===== config.mk =====
export PLATFORM = sky130hd
export DESIGN_NAME = rob_ctrl
export DESIGN_NICKNAME = d
export VERILOG_FILES = /design/src/rtl/data_structures.sv /design/src/rtl/rob_ctrl.sv
export SDC_FILE = /design/constraint.sdc
export NUM_CORES = 1
export LEC_CHECK = 0
export CAP_MARGIN = 25
export CORE_MARGIN = 2
export CORE_UTILIZATION = 25
export CTS_BUF_LIST = sky130_fd_sc_hd__clkbuf_8
export DETAILED_ROUTE_END_ITERATION = 16
export PLACE_DENSITY = 0.53
export SKIP_CTS_REPAIR_TIMING = 1
export SYNTH_ARGS = -nofsm -noshare
export SYNTH_HDL_FRONTEND = slang
export SYNTH_SLANG_ARGS = --single-unit

===== constraint.sdc =====
create_clock -name in_clk -period 3.65 [get_ports in_clk]
set_input_delay 0.365 -clock in_clk [delete_from_list [all_inputs] [get_ports in_clk]]
set_output_delay 0.365 -clock in_clk [all_outputs]
set_load 0.01 [all_outputs]

===== src/rtl/data_structures.sv =====
// ----------------------------------------------------------------------------
// Shared sizing macros and types for the reorder-buffer controller.
//   `ROB_SIZE      : number of ROB entries (power of two)
//   `ROB_IDX_SIZE  : log2(`ROB_SIZE), width of an entry index
//   `GPR_IDX_SIZE  : width of a general-purpose register index
// The package mirrors the macros as typed localparams and carries the FSM
// state enum and the per-entry record.
// ----------------------------------------------------------------------------
`ifndef ROB_SIZE
`define ROB_SIZE 8
`endif
`ifndef ROB_IDX_SIZE
`define ROB_IDX_SIZE 3
`endif
`ifndef GPR_IDX_SIZE
`define GPR_IDX_SIZE 5
`endif

package rob_ctrl_pkg;

  localparam int ROB_SIZE     = `ROB_SIZE;
  localparam int ROB_IDX_SIZE = `ROB_IDX_SIZE;
  localparam int GPR_IDX_SIZE = `GPR_IDX_SIZE;

  // Occupancy value meaning "every entry allocated"; count is one bit wider
  // than an index so that full and empty are distinguishable.
  localparam logic [ROB_IDX_SIZE:0] ROB_FULL_COUNT = (ROB_IDX_SIZE+1)'(ROB_SIZE);

  typedef enum logic {
    ROB_RUN   = 1'b0,
    ROB_FLUSH = 1'b1
  } rob_state_e;

  typedef struct packed {
    logic                    busy;
    logic                    done;
    logic [GPR_IDX_SIZE-1:0] gpr_idx;
    logic                    writes_gpr;
  } rob_ctrl_entry_t;

endpackage


===== src/rtl/rob_ctrl.sv =====
// ----------------------------------------------------------------------------
// rob_ctrl : in-order reorder-buffer controller (circular buffer of entries).
// Ports
//   in_clk, in_rst (sync, active-low)
//   in_alloc_req / in_alloc_gpr_idx / in_alloc_writes_gpr -> out_alloc_ok,
//     out_alloc_idx (always the tail)
//   in_done / in_done_idx           : FU completion for one entry
//   in_mispred / in_mispred_idx     : branch mispredict, squashes younger ops
//   in_commit_ready                 : regfile accepts a retirement
//   out_commit_valid / out_commit_idx / out_commit_gpr_idx /
//     out_commit_writes_gpr         : head entry, ready to retire
//   out_full, out_empty, out_count  : occupancy
//   out_flush                       : one-cycle squash pulse after a mispredict
// ----------------------------------------------------------------------------
module rob_ctrl
  import rob_ctrl_pkg::*;
(
  input  logic                    in_clk,
  input  logic                    in_rst,
  input  logic                    in_alloc_req,
  input  logic [GPR_IDX_SIZE-1:0] in_alloc_gpr_idx,
  input  logic                    in_alloc_writes_gpr,
  output logic                    out_alloc_ok,
  output logic [ROB_IDX_SIZE-1:0] out_alloc_idx,
  input  logic                    in_done,
  input  logic [ROB_IDX_SIZE-1:0] in_done_idx,
  input  logic                    in_mispred,
  input  logic [ROB_IDX_SIZE-1:0] in_mispred_idx,
  input  logic                    in_commit_ready,
  output logic                    out_commit_valid,
  output logic [ROB_IDX_SIZE-1:0] out_commit_idx,
  output logic [GPR_IDX_SIZE-1:0] out_commit_gpr_idx,
  output logic                    out_commit_writes_gpr,
  output logic                    out_full,
  output logic                    out_empty,
  output logic [ROB_IDX_SIZE:0]   out_count,
  output logic                    out_flush
);

  localparam logic [ROB_IDX_SIZE-1:0] IDX_ONE = ROB_IDX_SIZE'(1);
  localparam logic [ROB_IDX_SIZE:0]   CNT_ONE = (ROB_IDX_SIZE+1)'(1);

  // Age of an entry relative to the head: 0 = oldest. Index width is a power
  // of two, so plain wrap-around subtraction gives the modulo distance.
  function automatic logic [ROB_IDX_SIZE-1:0] age(
    input logic [ROB_IDX_SIZE-1:0] idx,
    input logic [ROB_IDX_SIZE-1:0] head
  );
    return idx - head;
  endfunction

  rob_state_e              state_q;
  logic [ROB_IDX_SIZE-1:0] head_q;
  logic [ROB_IDX_SIZE-1:0] tail_q;
  logic [ROB_IDX_SIZE:0]   count_q;

  rob_ctrl_entry_t         entry_arr [ROB_SIZE];

  logic                    commit_fire;
  logic                    mispred_acc;
  logic [ROB_IDX_SIZE-1:0] mispred_age;
  logic [ROB_IDX_SIZE:0]   alloc_inc;
  logic [ROB_IDX_SIZE:0]   commit_dec;

  // Allocation looks at the raw mispredict (not the accepted one) and at the
  // registered count only, so a slot freed by this cycle's commit is not reused.
  assign out_alloc_ok = in_alloc_req && (count_q < ROB_FULL_COUNT) &&
                        (state_q == ROB_RUN) && !in_mispred;

  assign out_commit_valid = entry_arr[head_q].busy && entry_arr[head_q].done;
  assign commit_fire      = out_commit_valid && in_commit_ready;

  assign mispred_acc = in_mispred && (state_q == ROB_RUN) && entry_arr[in_mispred_idx].busy;
  assign mispred_age = age(in_mispred_idx, head_q);

  assign alloc_inc  = {{ROB_IDX_SIZE{1'b0}}, out_alloc_ok};
  assign commit_dec = {{ROB_IDX_SIZE{1'b0}}, commit_fire};

  // Per-entry state
  for (genvar gi = 0; gi < ROB_SIZE; gi++) begin : g_entry
    localparam logic [ROB_IDX_SIZE-1:0] EIDX = ROB_IDX_SIZE'(gi);

    rob_ctrl_entry_t entry_q;
    rob_ctrl_entry_t entry_d;
    logic            squash;

    // Strictly younger than the mispredicted branch: the branch itself stays.
    assign squash = mispred_acc && (age(EIDX, head_q) > mispred_age);

    always_comb begin
      entry_d = entry_q;
      if (in_done && (in_done_idx == EIDX) && entry_q.busy && !squash) begin
        entry_d.done = 1'b1;
      end
      if (commit_fire && (head_q == EIDX)) begin
        entry_d.busy = 1'b0;
      end
      if (squash) begin
        entry_d.busy = 1'b0;
        entry_d.done = 1'b0;
      end
      if (out_alloc_ok && (tail_q == EIDX)) begin
        entry_d.busy       = 1'b1;
        entry_d.done       = 1'b0;
        entry_d.gpr_idx    = in_alloc_gpr_idx;
        entry_d.writes_gpr = in_alloc_writes_gpr;
      end
    end

    always_ff @(posedge in_clk) begin
      if (!in_rst) begin
        entry_q.busy <= 1'b0;
        entry_q.done <= 1'b0;
      end else begin
        entry_q <= entry_d;
      end
    end

    assign entry_arr[gi] = entry_q;
  end

  // Control FSM plus head/tail/count pointers
  always_ff @(posedge in_clk) begin
    if (!in_rst) begin
      state_q <= ROB_RUN;
      head_q  <= '0;
      tail_q  <= '0;
      count_q <= '0;
    end else begin
      state_q <= ((state_q == ROB_RUN) && mispred_acc) ? ROB_FLUSH : ROB_RUN;

      if (commit_fire) begin
        head_q <= head_q + IDX_ONE;
      end

      if (mispred_acc) begin
        // Survivors are the head through the branch, minus a same-cycle commit.
        tail_q  <= in_mispred_idx + IDX_ONE;
        count_q <= {1'b0, mispred_age} + CNT_ONE - commit_dec;
      end else begin
        if (out_alloc_ok) begin
          tail_q <= tail_q + IDX_ONE;
        end
        count_q <= count_q + alloc_inc - commit_dec;
      end
    end
  end

  assign out_alloc_idx         = tail_q;
  assign out_commit_idx        = head_q;
  assign out_commit_gpr_idx    = entry_arr[head_q].gpr_idx;
  assign out_commit_writes_gpr = entry_arr[head_q].writes_gpr;
  assign out_full              = (count_q == ROB_FULL_COUNT);
  assign out_empty             = (count_q == '0);
  assign out_count             = count_q;
  assign out_flush             = (state_q == ROB_FLUSH);

endmodule


Word level (Yosys, flattened, before mapping)
Index checks and enable logic that the tools add are counted.
- register bits after elaboration: 75
- input port bits: 18
- bits in read-only memories: 0
- bits in latches: 0
- memories kept: 0
- output and inout bits: 21
- memory bits (writable): 0
- eq/ne operators: 22
- divide/modulo/power cells: 0
- add/sub/neg operators: 16
- $mul: 0
- shift operators: 0
- mux-type cells: 42
- bitwise gates (word level): 4
- reduce and logical (&&, ||, !) cells: 94
- $lt $le $gt $ge: 11
- operators with widths (cell ; number):
    $mux 8 ; 12
    $logic_and 1x1->1 ; 56
    $bmux 8 s3 ; 2
    $eq 3x3->1 const B ; 12
    $gt 3x3->1 ; 8
    $reduce_bool 3->1 ; 8
    $reduce_or 3->1 ; 8
    $eq 3x2->1 const B ; 6
    $mux 1 ; 17
    $mux 2 ; 8
    $reduce_and 2->1 ; 8
    $sub 3x3->3 const A ; 4
    $add 3x1->3 const B ; 3
    $eq 3x1->1 const B ; 3
    $logic_not 1->1 ; 9
    $logic_not 3->1 ; 3
    $ge 4x4->1 const B ; 2
    $not 3->4 ; 2
    $sub 4x1->4 ; 2
    $mux 3 ; 2
    $sub 1x3->3 const A ; 2
    $sub 2x3->3 const A ; 2
    $add 3x1->4 const B ; 1
    $add 4x1->4 ; 1
    7 further kinds ; 8

Logic depth before layout (Yosys ltp)
- depth in word-level cells: 11
- mapped depth: 12
- gate-level depth less buffers: 12

Worst setup path before layout
Ideal clock, no wire load.
- path type: register to register
- from: reg head_q[1], in the netlist out_commit_idx[1]
- to: reg g_entry[6].entry_q, in the netlist entry_arr[15]
- slack: 0.621 ns
- stages on the path, launching flop included: 12
- data required time: 3.515 ns
- data arrival time: 2.894 ns
- period minus slack after synthesis: 3.029 ns
- cell sequence: dfxtp_1 > clkbuf_1 > inv_1 > fa_1 > xor2_2 > xnor2_1 > inv_1 > ha_1 > o21a_1 > nor2_1 > a311oi_1 > o22ai_1
- longest elaborated chain between the ends: 8
- RTL lines (what ; line ; RTL):
    from (decl) ; rob_ctrl.sv:53 ; logic [ROB_IDX_SIZE-1:0] head_q;
    from (signal assigned) ; rob_ctrl.sv:133 ; head_q <= head_q + IDX_ONE;
    branches (longest 8 deep; another with $sub 3x3->3) ; -- ;
    to (signal assigned) ; rob_ctrl.sv:115 ; entry_q <= entry_d;
    to (decl) ; rob_ctrl.sv:83 ; rob_ctrl_entry_t entry_q;
Parallel ways; which one is timed is not known. The select of a mux whose other input is x is not followed.
A chain may end at the register's enable or synchronous reset.

Worst setup path after layout
- from: in in_mispred_idx[0]
- to: reg g_entry[6].entry_q, in the netlist entry_arr[15]
- longest elaborated chain between the ends: 8
- RTL lines (what ; line ; RTL):
    from (decl) ; rob_ctrl.sv:28 ; input logic [ROB_IDX_SIZE-1:0] in_mispred_idx,
    branches (longest 5 deep; another with $sub 3x3->3) ; -- ;
    $logic_and 1x1->1 * ; rob_ctrl.sv:88 ; assign squash = mispred_acc && (age(EIDX, head_q) > mispred_age);
    $mux 2 ; rob_ctrl.sv:98 ; if (squash) begin
    $mux 8 ; rob_ctrl.sv:102 ; if (out_alloc_ok && (tail_q == EIDX)) begin
Mark *: on every way between the ends. The select of a mux whose other input is x is not followed.

==> qor.yml <==
status:
  outcome: "completed"
final_layout:
  drive_above_1_share_pct: 13.7
  fin_area_um2: 4850
  fillers: 1622
  utilization_pct: 30.9
  syn2layout_area_growth_pct: 22.0
  final_nets: 433
  final_common_cell: "edfxtp_1"
  antenna_cells: 0
  final_cell_mix: "edfxtp_1 (48), nand2_1 (42), clkdlybuf4s50_1 (38)"
pwr:
  p_total_uw: 1870
  switching_share_pct: 28.8
  p_switching_uw: 537
  comb_power_share_pct: 14.6
  power_frac_seq_pct: 50.8
  leakage_uw: 0.00173
  p_int_uw: 1330
  power.share.clock_pct: 34.6
  ir_worst_vdd_uv: 218
  cellPowerDensity_nw_per_um2: 385
setup_path:
  cp_cell_sequence: "clkdlybuf4s50_1 > inv_1 > ha_1 > inv_1 > fa_1 > xor2_2 > xnor2_1 > inv_1 > ha_1 > o21a_1 > nor2_1 > a311oi_1 > o22ai_1"
  cp.arrival_ns: 3.20
  slowest_stage: "clkdlybuf4s50_1"
  r2r_setup_slack_ns: 0.74
  r2r_cells: 11
  cp-startpoint: "in_mispred_idx[0]"
  crit_fanout: 5
  crit_end: "entry_arr[15]"
  path_common_cell: "inv_1"
  path_class: "primary input to register"
  cp-start-kind: "primary input"
  worstPathRequired_ns: 3.89
  endpoint_kind: "register"
  r2r_end: "entry_arr[15]"
  slowest_delay_ns: 0.43
  rr_startpoint: "out_commit_idx[0]"
yosys:
  synthesis.instances: 340
  ys_types: 56
  seq_area_frac_synth_pct: 49.9
  synth-edff-count: 48
  synth.net_count: 384
  syn_area_per_cell_um2: 11.7
  synth_async_sr_flop_share_pct: 0
  yosysWarnings: 0
  synthFlopType: "edfxtp_1"
  synth-seq-cells: 75
  syn_area_um2: 3980
timing:
  fmax_mhz: 338
  timing.slew.headroom_pct: 56.0
  fin_worst_skew_ns: 0.0112
  min_period_ns: 2.96
  fin_setup_tns_ns: 0
  rsz0062_at_grt: "false"
  finalCritPeriodShare_pct: 81.1
  hold_viol: 0
  slew_violations: 0
  setup_viol: 0
  worst_pin_slew_ns: 0.658
floorplan:
  die_area_um2: 16900
  num_io_pins: 39
  start_util_pct: 25.3
  die_w_um: 130
  coreArea_um2: 15700
  num_rows: 46
  dieHeight_um: 130
detailed_routing:
  detail-route-antenna-nets: 0
  vias: 2795
  drt_iter0_drc: 138
  wl_um: 10100
  first_pass_iters: 5
  via_per_inst: 4.58
  wl_per_cell_um: 16.6
  drc: 0
placed_design:
  gp_congestion: 0.882
  io_buffers: 38
  placed_area_um2: 4660
  hpwl_um: 7130
global_routing:
  first_global_vias: 2948
  grt_pass1_wl_um: 16000
  antenna_found_initial: 0
  track_usage_pct: 12.8
  grt_max_degree: 22
  grt-ovfl-total: 0
clocking:
  cts_sinks: 75
  clk_pin_slew_ns: 0.10
  worstSkewPairLatency_ns: 0.37
  htreeDepth: 3
  cts_tree: "built"
  cts_root_buf: "clkbuf_8"
  clockBufferDepth: 2
  cts_buffers: 9
hold_path:
  hp-class: "register to register"
job:
  maxCapViolCount: 0
-- kinds of logic (layout without fill, tap and decap cells) --
| family | after synthesis | in the layout | synth area share [%] |
|---|---|---|---|
| AOI/OAI and AO/OA | 48 | 48 | 9.32 |
| xor gates and xnor gates | 8 | 8 | 1.95 |
| adders and majority gates | 29 | 29 | 9.35 |
| buffers and inverters | 39 | 93 | 4.19 |
| DFF | 75 | 75 | 49.9 |
| muxes | 27 | 27 | 12.2 |
| and+or+nand+nor | 114 | 114 | 13.2 |
-- worst min path at each step --
| stage | depth (start not counted) | startpoint | end |
|---|---|---|---|
| finish | 2 | entry_arr[30] | entry_arr[30] |
| CTS | 2 | entry_arr[30] | entry_arr[30] |
| global placement | 2 | entry_arr[30] | entry_arr[30] |
| detailed placement | 2 | entry_arr[30] | entry_arr[30] |
| global route | 2 | entry_arr[30] | entry_arr[30] |
| floorplan | 0 | in_alloc_writes_gpr | entry_arr[0] |
-- per-layer routing --
layer	vias up	share of wire, %	global-route usage [%]
met2	80	48	21.8
met1	1356	45	15.6
li1	1346	-	-
met4	0	1.6	3.92
met5	-	0	0
met3	13	5.5	3.73
-- area by class of cell --
class                      instances  area (µm²)  share of cell area [%]
clock buffer                       9         124                    2.55
clock inverter                     7        66.3                    1.37
inverter                          25        93.8                    1.94
multi-input combinational        226        1830                    37.7
sequential                        75        1980                    40.9
tap                              216         270                    5.57
timing repair buffer              52         485                    10.0
-- worst max-delay path: cells and delay by family --
kind,cells,cell delay [ns]
AO/OA/AOI/OAI,3,0.70
XOR/XNOR,2,0.45
adder cells (fa/ha/maj),3,0.92
buffers and inverters,4,0.72
AND/OR/NAND/NOR,1,0.04
-- per-stage QoR --
step / setup WS (ns) / hold slack, ns / instances
final: 0.690 / 0.529 / 610
after global routing: 0.432 / 0.556 / 610
after CTS: 0.696 / 0.539 / 610
after detailed placement: 0.312 / 0.515 / 594
after global placement: 0.455 / 0.510 / 594
after floorplan: 0.621 / 0.464 / 340
-- state kept, by name, summed over array words and instances, names as in the netlist --
| name | count |
|---|---|
| entry_arr | 64 |
| out_count | 4 |
| out_alloc_idx | 3 |
| out_commit_idx | 3 |
| out_flush | 1 |
-- power groups by stage --
stage	combinational, µW	sequential, µW	clock [µW]
global placement	271	968	0
global route	307	953	700
finish	272	949	646
floorplan	151	963	0
detailed placement	273	969	0
CTS	275	949	657
-- cell usage after synthesis (3+ instances only) --
cell | count | area (µm²)
clkbuf_1 | 8 | 30.0
a31oi_1 | 8 | 50.1
nor2_1 | 35 | 131
nand3_1 | 3 | 15.0
nor2b_1 | 7 | 43.8
mux4_2 | 17 | 383
ha_1 | 24 | 300
a41o_1 | 4 | 40.0
mux2i_1 | 9 | 90.1
edfxtp_1 | 48 | 1440
inv_1 | 25 | 93.8
a21oi_1 | 8 | 40.0
xnor2_1 | 6 | 52.6
nand2_1 | 42 | 158
dfxtp_1 | 27 | 541
a211oi_1 | 4 | 30.0
and3_1 | 6 | 37.5
o32ai_1 | 3 | 26.3
a21o_1 | 3 | 22.5
nor4_1 | 4 | 25.0
nor3_1 | 4 | 20.0
o22ai_1 | 3 | 18.8
(Power assumes the default switching activity.)
